## config.mk

```make
export PLATFORM = sky130hd
export DESIGN_NAME = fetch_sequencer
export DESIGN_NICKNAME = d
export VERILOG_FILES = /design/src/rtl/fetch_sequencer.sv
export SDC_FILE = /design/constraint.sdc
export NUM_CORES = 1
export LEC_CHECK = 0
export ABC_AREA = 0
export BUFFER_PORTS_ARGS = -buffer_cell sky130_fd_sc_hd__buf_2
export CORE_MARGIN = 4
export CORE_UTILIZATION = 44
export DETAILED_ROUTE_END_ITERATION = 10
export GPL_ROUTABILITY_DRIVEN = 0
export PLACE_DENSITY = 0.81
export SLEW_MARGIN = 20
export SYNTH_ARGS = -nofsm -noshare
export SYNTH_HDL_FRONTEND = slang
export SYNTH_SLANG_ARGS = --single-unit
```

## constraint.sdc

```tcl
create_clock -name clk -period 2.6 [get_ports clk]
set_clock_uncertainty 0.15 [all_clocks]
set_input_delay 0.26 -clock clk [delete_from_list [all_inputs] [get_ports clk]]
set_output_delay 0.26 -clock clk [all_outputs]
set_load 0.02 [all_outputs]
```

## src/rtl/fetch_sequencer.sv

```systemverilog
// Instruction-fetch sequencer: owns the program counter, reads program bytes over
// req/ack, executes NOP/JMP/JZ/HLT itself and hands all other opcodes to the decoder.
module fetch_sequencer (
  input  logic       clk,
  input  logic       rst,
  input  logic [7:0] pc,
  output logic       pc_load,
  output logic [7:0] pc_target,
  output logic [7:0] mem_addr,
  output logic       mem_req,
  input  logic [7:0] mem_data,
  input  logic       mem_ack,
  input  logic       zero,
  output logic [7:0] instr,
  output logic       instr_valid,
  input  logic       instr_ready,
  output logic       halted,
  output logic [2:0] fsm_state
);

  localparam logic [3:0] OP_NOP = 4'h0;
  localparam logic [3:0] OP_JMP = 4'h1;
  localparam logic [3:0] OP_JZ  = 4'h2;
  localparam logic [3:0] OP_HLT = 4'hF;

  typedef enum logic [2:0] {
    START   = 3'd0,
    FETCH   = 3'd1,
    OPERAND = 3'd2,
    ISSUE   = 3'd3,
    HALT    = 3'd4
  } state_t;

  // Handshakes: mem_data is consumed only in a cycle with mem_req && mem_ack;
  // instr is transferred on any rising edge where instr_valid && instr_ready,
  // and instr holds its value for as long as instr_valid is high.

  state_t     state;
  state_t     state_next;
  logic       jz_pending;
  logic       jz_next;
  logic [7:0] instr_next;
  logic [3:0] opcode;

  assign opcode    = mem_data[7:4];
  assign mem_addr  = pc;
  assign fsm_state = state;

  always_ff @(posedge clk or posedge rst) begin
    if (rst) begin
      state      <= START;
      instr      <= 8'h00;
      jz_pending <= 1'b0;
    end else begin
      state      <= state_next;
      instr      <= instr_next;
      jz_pending <= jz_next;
    end
  end

  // The PC has no enable, so every cycle that must not advance it reloads pc.
  always_comb begin
    state_next  = state;
    instr_next  = instr;
    jz_next     = jz_pending;
    pc_load     = 1'b1;
    pc_target   = pc;
    mem_req     = 1'b0;
    instr_valid = 1'b0;
    halted      = 1'b0;
    case (state)
      START: begin
        pc_target  = 8'h00;
        state_next = FETCH;
      end
      FETCH: begin
        mem_req = 1'b1;
        if (mem_ack) begin
          case (opcode)
            OP_NOP: pc_load = 1'b0;
            OP_JMP, OP_JZ: begin
              pc_load    = 1'b0;
              jz_next    = (opcode == OP_JZ);
              state_next = OPERAND;
            end
            OP_HLT: state_next = HALT;
            default: begin
              pc_load    = 1'b0;
              instr_next = mem_data;
              state_next = ISSUE;
            end
          endcase
        end
      end
      OPERAND: begin
        mem_req = 1'b1;
        if (mem_ack) begin
          // Taken jumps load the operand byte; untaken JZ steps past it.
          if (!jz_pending || zero) begin
            pc_target = mem_data;
          end else begin
            pc_load = 1'b0;
          end
          state_next = FETCH;
        end
      end
      ISSUE: begin
        instr_valid = 1'b1;
        if (instr_ready) begin
          state_next = FETCH;
        end
      end
      HALT: begin
        halted = 1'b1;
      end
      default: begin
        state_next = START;
      end
    endcase
  end

endmodule

```

==> summary.txt, run 1 <==
Clocking
  • Root Buffer: clkbuf_4
  • # Post-CTS Setup Buffers: 0
  • Clk Latency, worst-skew pair: 250 ps
  • Num CTS Buffers: 3
  • CTS max path bufs: 2
  • CTS tree: yes
  • CTS sink count: 12
  • Clock transition at path regs: 60 ps
  • Htree depth: 1

STA
  • Minimum clock period: 2150 ps
  • Worst-margin pin slew: 433 ps
  • Slew HR: 71.1%
  • Final Max Tran Viols: 0
  • RSZ-0062 raised after global routing: no
  • Final worst slack: 446 ps
  • Setup Viol. Count Final: 0
  • FMAX: 464 MHz
  • TNS Setup: 0 ps
  • Final Cycle Share: 82.9%
  • Final hold vios: 0

Hold path
  • Hold Crit Class: primary input to register
  • Hold Crit Start: mem_data[2]
  • WHS Endpoint: instr[2]
  • Hold Path Depth: 2

Power and ir drop
  • Leakage: 0.514 nW
  • VDD IR-drop max: 0.479 mV
  • Pwr Density: 719 nW/um2

Floorplan
  • Die Area: 2550 um2
  • Die height: 50.5 um
  • Core area: 1730 um2
  • Starting Density: 45.9%
  • Row count: 15
  • I/O Pins: 52
  • Die span in x: 50.5 um

Synthesis
  • Top cells by area, synth: dfrtp_1 (38%), mux2_2 (11%), a22o_1 (8.8%), buf_4 (8.5%), nand2b_1 (3.9%)
  • Top cell type's share of synthesized area: 37.9%
  • Yosys cell types: 27
  • Post-synth ARST share: 100%
  • Post-Synthesis Cell Area: 793 um2
  • Avg Inst Size Synth: 10.0 um2
  • Main synth FF type: dfrtp_1
  • Seq cells post-synth: 12
  • Synth Instances: 79
  • Synthesized net count: 100
  • Largest area contributor in the netlist: dfrtp_1
  • Number of synthesized flops with an enable pin: 0
  • Yosys warnings: 0
  • Sequential area share after synthesis: 37.9%

Critical path
  • Setup Crit Path Kind: register to primary output
  • R2r worst-path depth: 4
  • R2R Path End: instr[6]
  • Critical path startpoint category: register
  • Required time of the critical path: 2190 ps
  • Crit-path max FO: 12
  • R2R Setup Slk: 730 ps
  • Nature of the critical path endpoint: primary output
  • Reg2Reg Launch Point: fsm_state[2]
  • Crit path DAT: 1740 ps

Placement
  • HPWL after DPL: 1610 um
  • Placement Setup Slack: 744 ps
  • Area after DPL: 996 um2
  • Port bufs: 51

Final layout
  • Post-route cell area: 1030 um2
  • Final nets: 145
  • Most common cell after layout, fill and taps aside: buf_2
  • Synth-to-layout area growth: 29.7%
  • Commonest non-fill, non-tap cells in the layout: buf_2 (51), dfrtp_1 (12), mux2_2 (8), a22o_1 (8)
  • Share of cells above drive strength 1: 54.1%
  • # diodes: 0
  • Post-layout util: 59.6%

Routing
  • Post-route ant nets: 0
  • DRC: 0
  • Final WL: 1920 um
  • Routed WL per cell: 13.0 um
  • Drt pass-1 iters: 4
  • Drt via density: 5.11
  • Initial drt markers: 13
  • Vias: 751

Global route
  • Initial antenna violation count: 0
  • GRT Total Usage: 16.9%
  • Largest net degree at the start of global routing: 13
  • First-pass GRT wire length: 3350 um
  • Grt ovf: 0
  • Vias in the first global route: 751

Status
  • Outcome: finished, final reports clean

Run
  • Maximum Capacitance Violations: 0
[registers in the layout, indices dropped and copies added (netlist names)]
register	count
jz_pending	1
instr	8
fsm_state	3
[worst max-delay path by stage]
| stage | from | to | slack (ps) | depth (start not counted) |
|---|---|---|---|---|
| 5_1_grt | fsm_state[0] | pc_target[5] | 230 | 5 |
| 3_5_place_dp | fsm_state[0] | pc_target[0] | 740 | 5 |
| 4_1_cts | fsm_state[0] | pc_target[0] | 450 | 5 |
| 2_1_floorplan | fsm_state[1] | pc_target[0] | 740 | 5 |
| 6_report | fsm_state[0] | pc_target[0] | 450 | 5 |
| 3_3_place_gp | fsm_state[0] | pc_target[7] | 770 | 5 |
[Yosys cell counts, drive strengths merged (2+ instances only)]
cell type and count:
nand3 2, dfrtp 12, clkbuf 2, nor2 5
nand3b 3, nand2 5, nor3b 2, buf 11
a22o 8, o21ai 2, mux2 8, a21oi 4
nand2b 5
[cells by family (layout without fill, tap and decap cells)]
| kind of cell | Yosys count | in the layout | synth area share, % |
|---|---|---|---|
| DFF | 12 | 12 | 37.9 |
| and+or+nand+nor | 26 | 26 | 19.4 |
| muxes | 9 | 9 | 12.6 |
| buffers and inverters | 14 | 57 | 12.0 |
| AOI/OAI and AO/OA | 18 | 18 | 18.1 |
[metal layers]
| layer | vias to the layer above | part of all wire (%) | global-route usage, % |
|---|---|---|---|
| li1 | 369 | - | - |
| met2 | 26 | 52 | 30.0 |
| met1 | 354 | 41 | 19.4 |
| met3 | 2 | 5.8 | 2.67 |
| met4 | 0 | 0.84 | 8.52 |
| met5 | - | 0 | 0 |
[what timing repair did]
item                                   CTS  global route
hold buffers                             1             0
endpoints found under the hold margin   12             0
gates resized for setup                  0             0
[cell type report]
class / instances / area (um2)
Clock buffer: 3 / 22.5
Fill cell: 158 / 698
Inverter: 1 / 3.75
Multi-Input combinational cell: 53 / 398
Sequential cell: 12 / 300
Tap cell: 25 / 31.3
Timing Repair Buffer: 53 / 273
[report_power, final]
group          leakage [nW]  internal [mW]  switching [mW]
logic                 0.357          0.148           0.210
registers             0.143          0.243          0.0381
clock network        0.0138         0.0532          0.0477
total                 0.514          0.444           0.296
[metrics by stage]
step                power (mW)  hold WS [ps]  cells
floorplan                0.534         -25.3     79
global placement         0.633           132    143
detailed placement       0.645           131    143
CTS                      0.751           102    147
global route             0.793          95.8    147
finish                   0.740           111    147
[critical path, stage by stage, from the launching register on]
cell and delay [ps]:
dfrtp_1 490, nand2b_1 240, nor4bb_1 280, buf_4 200, a22o_1 130, buf_2 160
Power figures use the tool's default switching activity.
==> run 2: changes to the inputs <==
--- a/config.mk
+++ b/config.mk
@@ -5,13 +5,14 @@
 export SDC_FILE = /design/constraint.sdc
 export NUM_CORES = 1
 export LEC_CHECK = 0
-export ABC_AREA = 0
+export ABC_AREA = 1
 export BUFFER_PORTS_ARGS = -buffer_cell sky130_fd_sc_hd__buf_2
+export CORE_ASPECT_RATIO = 1.75
 export CORE_MARGIN = 4
-export CORE_UTILIZATION = 44
+export CORE_UTILIZATION = 38
 export DETAILED_ROUTE_END_ITERATION = 10
 export GPL_ROUTABILITY_DRIVEN = 0
-export PLACE_DENSITY = 0.81
+export PLACE_DENSITY = 0.72
 export SLEW_MARGIN = 20
 export SYNTH_ARGS = -nofsm -noshare
 export SYNTH_HDL_FRONTEND = slang
==> constraint.sdc (replaced) <==
create_clock -name clk -period 1.9 [get_ports clk]
set_clock_uncertainty 0.15 [all_clocks]
set_input_delay 0.19 -clock clk [delete_from_list [all_inputs] [get_ports clk]]
set_output_delay 0.19 -clock clk [all_outputs]
set_load 0.02 [all_outputs]
==> run 2 against run 1 <==
Clock-buffer cell count increased by 1. Flip-flop and latch count is the same. Sequential power up 58%. Critical path depth rose by 1. Die area up 26%. Utilization fell by 4.2 points. Critical endpoint is now pc_target[6]. Largest cell class unchanged.
==> summary.txt, run 2 <==
Final layout
  • Synth-to-layout area growth: 36.0% (was 29.7%)
  • Non-filler instance count after layout: 198 (was 147)
  • Post-layout util: 55.4% (was 59.6%)
  • Final nets: 196 (was 145)
  • Most common cell after layout, fill and taps aside: buf_2 (unchanged)
  • Commonest non-fill, non-tap cells in the layout: buf_2 (49), nand2_1 (26), inv_1 (17) (was buf_2 (51), dfrtp_1 (12), mux2_2 (8), a22o_1 (8))
  • Multi-input logic area: 473 um2 (was 398 um2)
  • Number of flip-flops under the largest register name: 8 (unchanged)
  • # diodes: 0 (unchanged)
  • Fillcell total: 234 (was 158)
  • Post-route cell area: 1200 um2 (was 1030 um2)
  • Largest Register: instr (unchanged)
  • Share of cells above drive strength 1: 46.0% (was 54.1%)
  • Register area: 302 um2 (was 300 um2)

Critical path
  • Critical path buffers and inverters: 3 (was 2)
  • Top cell by count, worst path: o21ai_0
  • Crit path DAT: 1490 ps (was 1740 ps)
  • Crit-path max FO: 8 (was 12)
  • Nature of the critical path endpoint: primary output (unchanged)
  • Delay-heaviest family, CP: flip-flops (was simple AND/OR/NAND/NOR gates)
  • Setup Crit Path Kind: register to primary output (unchanged)
  • Critical path startpoint category: register (unchanged)
  • Slowest stage cell, crit path: dfrtp_1 (unchanged)
  • Required time of the critical path: 1560 ps (was 2190 ps)
  • Slowest stage delay, CP: 420 ps (was 490 ps)
  • CP Cell Sequence: inv_2 > buf_4 > nand2_2 > o21ai_0 > o21ai_0 > buf_2 (was nand2b_1 > nor4bb_1 > buf_4 > a22o_1 > buf_2)

Clocking
  • Htree depth: 1 (unchanged)
  • CTS sink count: 12 (unchanged)
  • CTS max path bufs: 2 (unchanged)
  • Num CTS Buffers: 3 (unchanged)
  • Clk Latency, worst-skew pair: 300 ps (was 250 ps)
  • Root Buffer: clkbuf_4 (unchanged)
  • CTS tree: yes (unchanged)
  • Clock transition at path regs: 80 ps (was 60 ps)

Synthesis
  • Number of synthesized flops with an enable pin: 0 (unchanged)
  • Synthesized net count: 145 (was 100)
  • Sequential area share after synthesis: 33.9% (was 37.9%)
  • Top cell type's share of synthesized area: 33.9% (was 37.9%)
  • Avg Inst Size Synth: 7.14 um2 (was 10.0 um2)
  • Largest area contributor in the netlist: dfrtp_1 (unchanged)
  • Top cells by area, synth: dfrtp_1 (34%), nand2_1 (12%), o21ai_0 (11%), inv_1 (8.1%), o21ai_2 (7.9%) (was dfrtp_1 (38%), mux2_2 (11%), a22o_1 (8.8%), buf_4 (8.5%), nand2b_1 (3.9%))
  • Post-synth ARST share: 100% (unchanged)
  • Post-Synthesis Cell Area: 886 um2 (was 793 um2)
  • Post-synth top cells: nand2_1 (28), o21ai_0 (20), inv_1 (19) (was dfrtp_1 (12), buf_4 (9), a22o_1 (8), mux2_2 (8))
  • Count leader, synth: nand2_1 (was dfrtp_1)
  • Yosys cell types: 18 (was 27)
  • Yosys warnings: 0 (unchanged)
  • Synth Instances: 124 (was 79)
  • Seq cells post-synth: 12 (unchanged)
  • Main synth FF type: dfrtp_1 (unchanged)

STA
  • FMAX: 545 MHz
  • Final hold vios: 0 (unchanged)
  • Final Max Tran Viols: 0 (unchanged)
  • Slew HR: 67.1% (was 71.1%)
  • RSZ-0062 raised after global routing: yes (was no)
  • Setup Viol. Count Final: 0 (unchanged)
  • Minimum clock period: 1830 ps
  • Final worst slack: 65.2 ps (was 446 ps)
  • Hold Worst Slack: 5.31 ps (was 111 ps)
  • TNS Setup: 0 ps (unchanged)
  • Worst-margin pin slew: 493 ps (was 433 ps)
  • Final Cycle Share: 96.6%

Global route
  • Largest net degree at the start of global routing: 17 (was 13)
  • Grt ovf: 0 (unchanged)
  • GRT Total Usage: 17.1% (was 16.9%)
  • Initial antenna violation count: 0 (unchanged)
  • First-pass GRT wire length: 4110 um (was 3350 um)
  • Vias in the first global route: 988 (was 751)

Power and ir drop
  • Total Power: 1.81 mW (was 0.740 mW)
  • VDD IR-drop max: 0.782 mV (was 0.479 mV)
  • Pwr Density: 1510 nW/um2 (was 719 nW/um2)
  • Leakage: 0.667 nW (was 0.514 nW)

Floorplan
  • Die height: 71.9 um (was 50.5 um)
  • Starting Density: 40.7% (was 45.9%)
  • Core area: 2170 um2 (was 1730 um2)
  • I/O Pins: 52 (unchanged)
  • Die span in x: 44.5 um (was 50.5 um)
  • Row count: 22 (was 15)
  • Die Area: 3200 um2 (was 2550 um2)

Placement
  • HPWL after DPL: 2110 um (was 1610 um)
  • Port bufs: 51 (unchanged)
  • Placement Setup Slack: 177 ps (was 744 ps)
  • Placed instance count: 192 (was 143)
  • Area after DPL: 1110 um2 (was 996 um2)

Routing
  • Drt via density: 5.11 (about the same)
  • Routed WL per cell: 13.5 um (was 13.0 um)
  • Post-route ant nets: 0 (unchanged)
  • DRC: 0 (unchanged)
  • Drt pass-1 iters: 5 (was 4)
  • Vias: 1011 (was 751)
  • Initial drt markers: 25 (was 13)
  • Final WL: 2680 um (was 1920 um)

Status
  • Outcome: finished, final reports clean (unchanged)

Hold path
  • Hold Crit Class: primary input to register (unchanged)

Run
  • Maximum Capacitance Violations: 0 (unchanged)
-- run 2: cell families (layout without fill, tap and decap cells) --
family          after synthesis  count (layout)  synth area share, %
flops                        12              12                 33.9
buf+inv                      28              78                 16.1
compound gates               30              30                 20.8
simple gates                 54              54                 29.2
-- run 2: path summary, 6_finish.rpt --
check	from	endpoint	slack (ps)	cells past startpoint
setup / recovery	fsm_state[2]	pc_target[6]	70	6
hold / removal	mem_data[3]	instr[3]	5	3
setup reg to reg	fsm_state[2]	instr[7]	240	7
hold reg to reg	instr[7]	instr[7]	340	2
max in group asynchronous	rst	fsm_state[1]	940	3
min in group asynchronous	rst	jz_pending	300	3
-- run 2: layout make-up --
cell class,instances,area share (%)
sequential,12,25.0
inverter,19,5.92
clock buffer,4,3.01
multi-input combinational,84,39.3
timing repair buffer,55,24.3
tap,24,2.49
-- run 2: what timing repair did --
item | 4_1_cts | 5_1_grt
resized for setup | 3 | 19
buffers inserted | 0 | 1
endpoints found under the setup margin | 8 | 9
hold buffers | 1 | 0
endpoints found under the hold margin | 12 | 0
-- run 2: worst reg2reg max path, stage by stage, from the launching register on --
cell and delay (ps):
dfrtp_1 420, inv_2 100, buf_4 150, nand3_4 110
nor2_4 140, nand4_4 250, nand2_1 170, o21ai_2 60
-- run 2: report_power, final --
part / internal [mW] / switching (mW)
Clock: 0.117 / 0.100
Sequential: 0.370 / 0.0754
Combinational: 0.395 / 0.756
-- run 2: metal layers --
metal,global-route usage (%),part of all wire (%),up-vias
li1,-,-,495
met1,16.7,33,459
met2,31.5,57,47
met3,3.27,6.1,10
met4,9.06,3.6,0
met5,0,0,-
==> run 3: changes to the inputs <==
--- a/config.mk
+++ b/config.mk
@@ -7,12 +7,14 @@
 export LEC_CHECK = 0
 export ABC_AREA = 1
 export BUFFER_PORTS_ARGS = -buffer_cell sky130_fd_sc_hd__buf_2
+export CAP_MARGIN = 20
 export CORE_ASPECT_RATIO = 1.75
 export CORE_MARGIN = 4
 export CORE_UTILIZATION = 38
 export DETAILED_ROUTE_END_ITERATION = 10
 export GPL_ROUTABILITY_DRIVEN = 0
 export PLACE_DENSITY = 0.72
+export RECOVER_POWER = 100
 export SLEW_MARGIN = 20
 export SYNTH_ARGS = -nofsm -noshare
 export SYNTH_HDL_FRONTEND = slang
==> run 3 against run 2 <==
Cell count unchanged. Worst setup slack got worse by 2.8 ps. Flip-flop and latch count stayed put. Sequential share of layout area grew 0.42 points. Worst hold slack better by 0.94 ps. Clock-buffer cell count unchanged. Power shrank 1.4%. Critical path depth is the same. Die area is the same. Routed wire length fell by 1.5%.
==> summary.txt, run 3 (synthesized netlist as in run 2, its figures left out) <==
Placement
  • Area after DPL: 1110 um2 (unchanged)
  • HPWL after DPL: 2110 um (unchanged)
  • Port bufs: 51 (unchanged)
  • Placement Setup Slack: 177 ps (unchanged)

STA
  • Final Max Tran Viols: 0 (unchanged)
  • Worst-margin pin slew: 480 ps (was 493 ps)
  • Setup Viol. Count Final: 0 (unchanged)
  • FMAX: 544 MHz (was 545 MHz)
  • Minimum clock period: 1840 ps (was 1830 ps)
  • Slew HR: 68.0% (was 67.1%)
  • RSZ-0062 raised after global routing: yes (unchanged)
  • Final Cycle Share: 96.7% (was 96.6%)
  • Final worst slack: 62.4 ps (was 65.2 ps)
  • Final hold vios: 0 (unchanged)

Clocking
  • Htree depth: 1 (unchanged)
  • CTS tree: yes (unchanged)
  • CTS sink count: 12 (unchanged)
  • Num CTS Buffers: 3 (unchanged)
  • CTS max path bufs: 2 (unchanged)
  • Clk Latency, worst-skew pair: 290 ps (was 300 ps)
  • Root Buffer: clkbuf_4 (unchanged)
  • Clock transition at path regs: 80 ps (about the same)

Global route
  • First-pass GRT wire length: 4110 um (unchanged)
  • Largest net degree at the start of global routing: 17 (unchanged)
  • GRT Total Usage: 17.1% (unchanged)
  • Initial antenna violation count: 0 (unchanged)
  • Vias in the first global route: 988 (unchanged)
  • Grt ovf: 0 (unchanged)

Power and ir drop
  • Internal power: 0.858 mW (was 0.882 mW)
  • Sw Ratio: 52.0% (was 51.4%)
  • Pwr Density: 1510 nW/um2 (about the same)
  • VDD IR-drop max: 0.785 mV (was 0.782 mV)
  • Sw power: 0.931 mW (was 0.932 mW)
  • Sequential share of power: 25.0% (was 24.5%)
  • Clk network pwr share: 12.2% (was 12.0%)
  • Combinational fraction of design power: 62.8% (was 63.5%)
  • Leakage: 0.619 nW (was 0.667 nW)

Final layout
  • Final nets: 196 (unchanged)
  • Synth-to-layout area growth: 33.8% (was 36.0%)
  • Most common cell after layout, fill and taps aside: buf_2 (unchanged)
  • Commonest non-fill, non-tap cells in the layout: buf_2 (33), nand2_1 (26), inv_1 (17) (was buf_2 (49), nand2_1 (26), inv_1 (17))
  • # diodes: 0 (unchanged)
  • Share of cells above drive strength 1: 36.8% (was 46.0%)
  • Largest Register: instr (unchanged)
  • Number of flip-flops under the largest register name: 8 (unchanged)
  • Post-route cell area: 1180 um2 (was 1200 um2)

Routing
  • Routed WL per cell: 13.3 um (was 13.5 um)
  • Drt pass-1 iters: 5 (unchanged)
  • Drt via density: 5.06 (was 5.11)
  • Final WL: 2640 um (was 2680 um)
  • Vias: 1001 (was 1011)
  • DRC: 0 (unchanged)
  • Post-route ant nets: 0 (unchanged)
  • Initial drt markers: 29 (was 25)

Floorplan
  • Starting Density: 40.7% (unchanged)
  • Die height: 71.9 um (unchanged)
  • Row count: 22 (unchanged)
  • I/O Pins: 52 (unchanged)
  • Core area: 2170 um2 (unchanged)
  • Die span in x: 44.5 um (unchanged)
  • Die Area: 3200 um2 (unchanged)

Critical path
  • Crit path DAT: 1500 ps (was 1490 ps)
  • Critical path startpoint category: register (unchanged)
  • Setup Crit Path Kind: register to primary output (unchanged)
  • Crit-path max FO: 8 (unchanged)
  • Required time of the critical path: 1560 ps (about the same)
  • Nature of the critical path endpoint: primary output (unchanged)

Status
  • Outcome: finished, final reports clean (unchanged)

Run
  • Maximum Capacitance Violations: 0 (unchanged)

Hold path
  • Hold Crit Class: primary input to register (unchanged)
run 3: cell types whose count changed in the layout (fill, tap and decap cells not counted):
cell	delta
clkbuf_1	+16
buf_2	-16
run 3: routing by layer:
metal	vias up	share of wire (%)	GRT usage (%)
met5	-	0	0
met4	0	3.4	9.06
met3	8	6.1	3.27
met2	35	57	31.5
met1	462	34	16.7
li1	496	-	-
run 3: power groups by stage:
| stage | Sequential, mW | Clock (mW) | Combinational [mW] |
|---|---|---|---|
| finish | 0.448 | 0.217 | 1.12 |
| global route | 0.464 | 0.235 | 1.24 |
| CTS | 0.438 | 0.210 | 1.11 |
| detailed placement | 0.440 | 0 | 1.09 |
| global placement | 0.435 | 0 | 1.07 |
| floorplan | 0.577 | 0 | 0.623 |
run 3: stage by stage:
step / util, % / power [mW] / hold WS, ps / std cells / setup TNS, ps
2_1_floorplan: - / 1.20 / -95.3 / 124 / 0
3_3_place_gp: 51.3 / 1.50 / 70.6 / 192 / 0
3_5_place_dp: 51.3 / 1.53 / 78.5 / 192 / 0
4_1_cts: 54.0 / 1.75 / 23.4 / 197 / -20.4
5_1_grt: 54.5 / 1.94 / 13.9 / 198 / -130
6_report: 54.5 / 1.79 / 6.25 / 198 / 0
run 3: area by class of cell:
| type | instances | area, um2 |
|---|---|---|
| clock buffers | 4 | 36.3 |
| fillers | 231 | 990 |
| repair buffers | 55 | 273 |
| multi-input cells | 84 | 473 |
| well taps | 24 | 30.0 |
| inverters | 19 | 71.3 |
| flip-flops and latches | 12 | 302 |
run 3: repair_timing:
item | CTS | global route
endpoints found under the setup margin | 8 | 9
hold buffers | 1 | 0
resized for setup | 3 | 19
hold endpoints to repair | 12 | 0
buffers inserted | 0 | 1
run 3: final timing paths:
path	from	to	slack (ps)	cells after the start
setup / recovery	fsm_state[2]	pc_target[6]	60	6
hold / removal	mem_data[3]	instr[3]	6	3
setup reg to reg	fsm_state[2]	instr[7]	240	7
hold reg to reg	instr[4]	instr[4]	340	2
max in group asynchronous	rst	fsm_state[1]	950	3
min in group asynchronous	rst	instr[2]	300	3
run 3: worst max-delay path, stage by stage, from the launching register on:
cell     delay, ps
dfrtp_1        420
inv_2          100
buf_4          140
nand2_2        110
o21ai_0        170
o21ai_0        100
buf_2          160
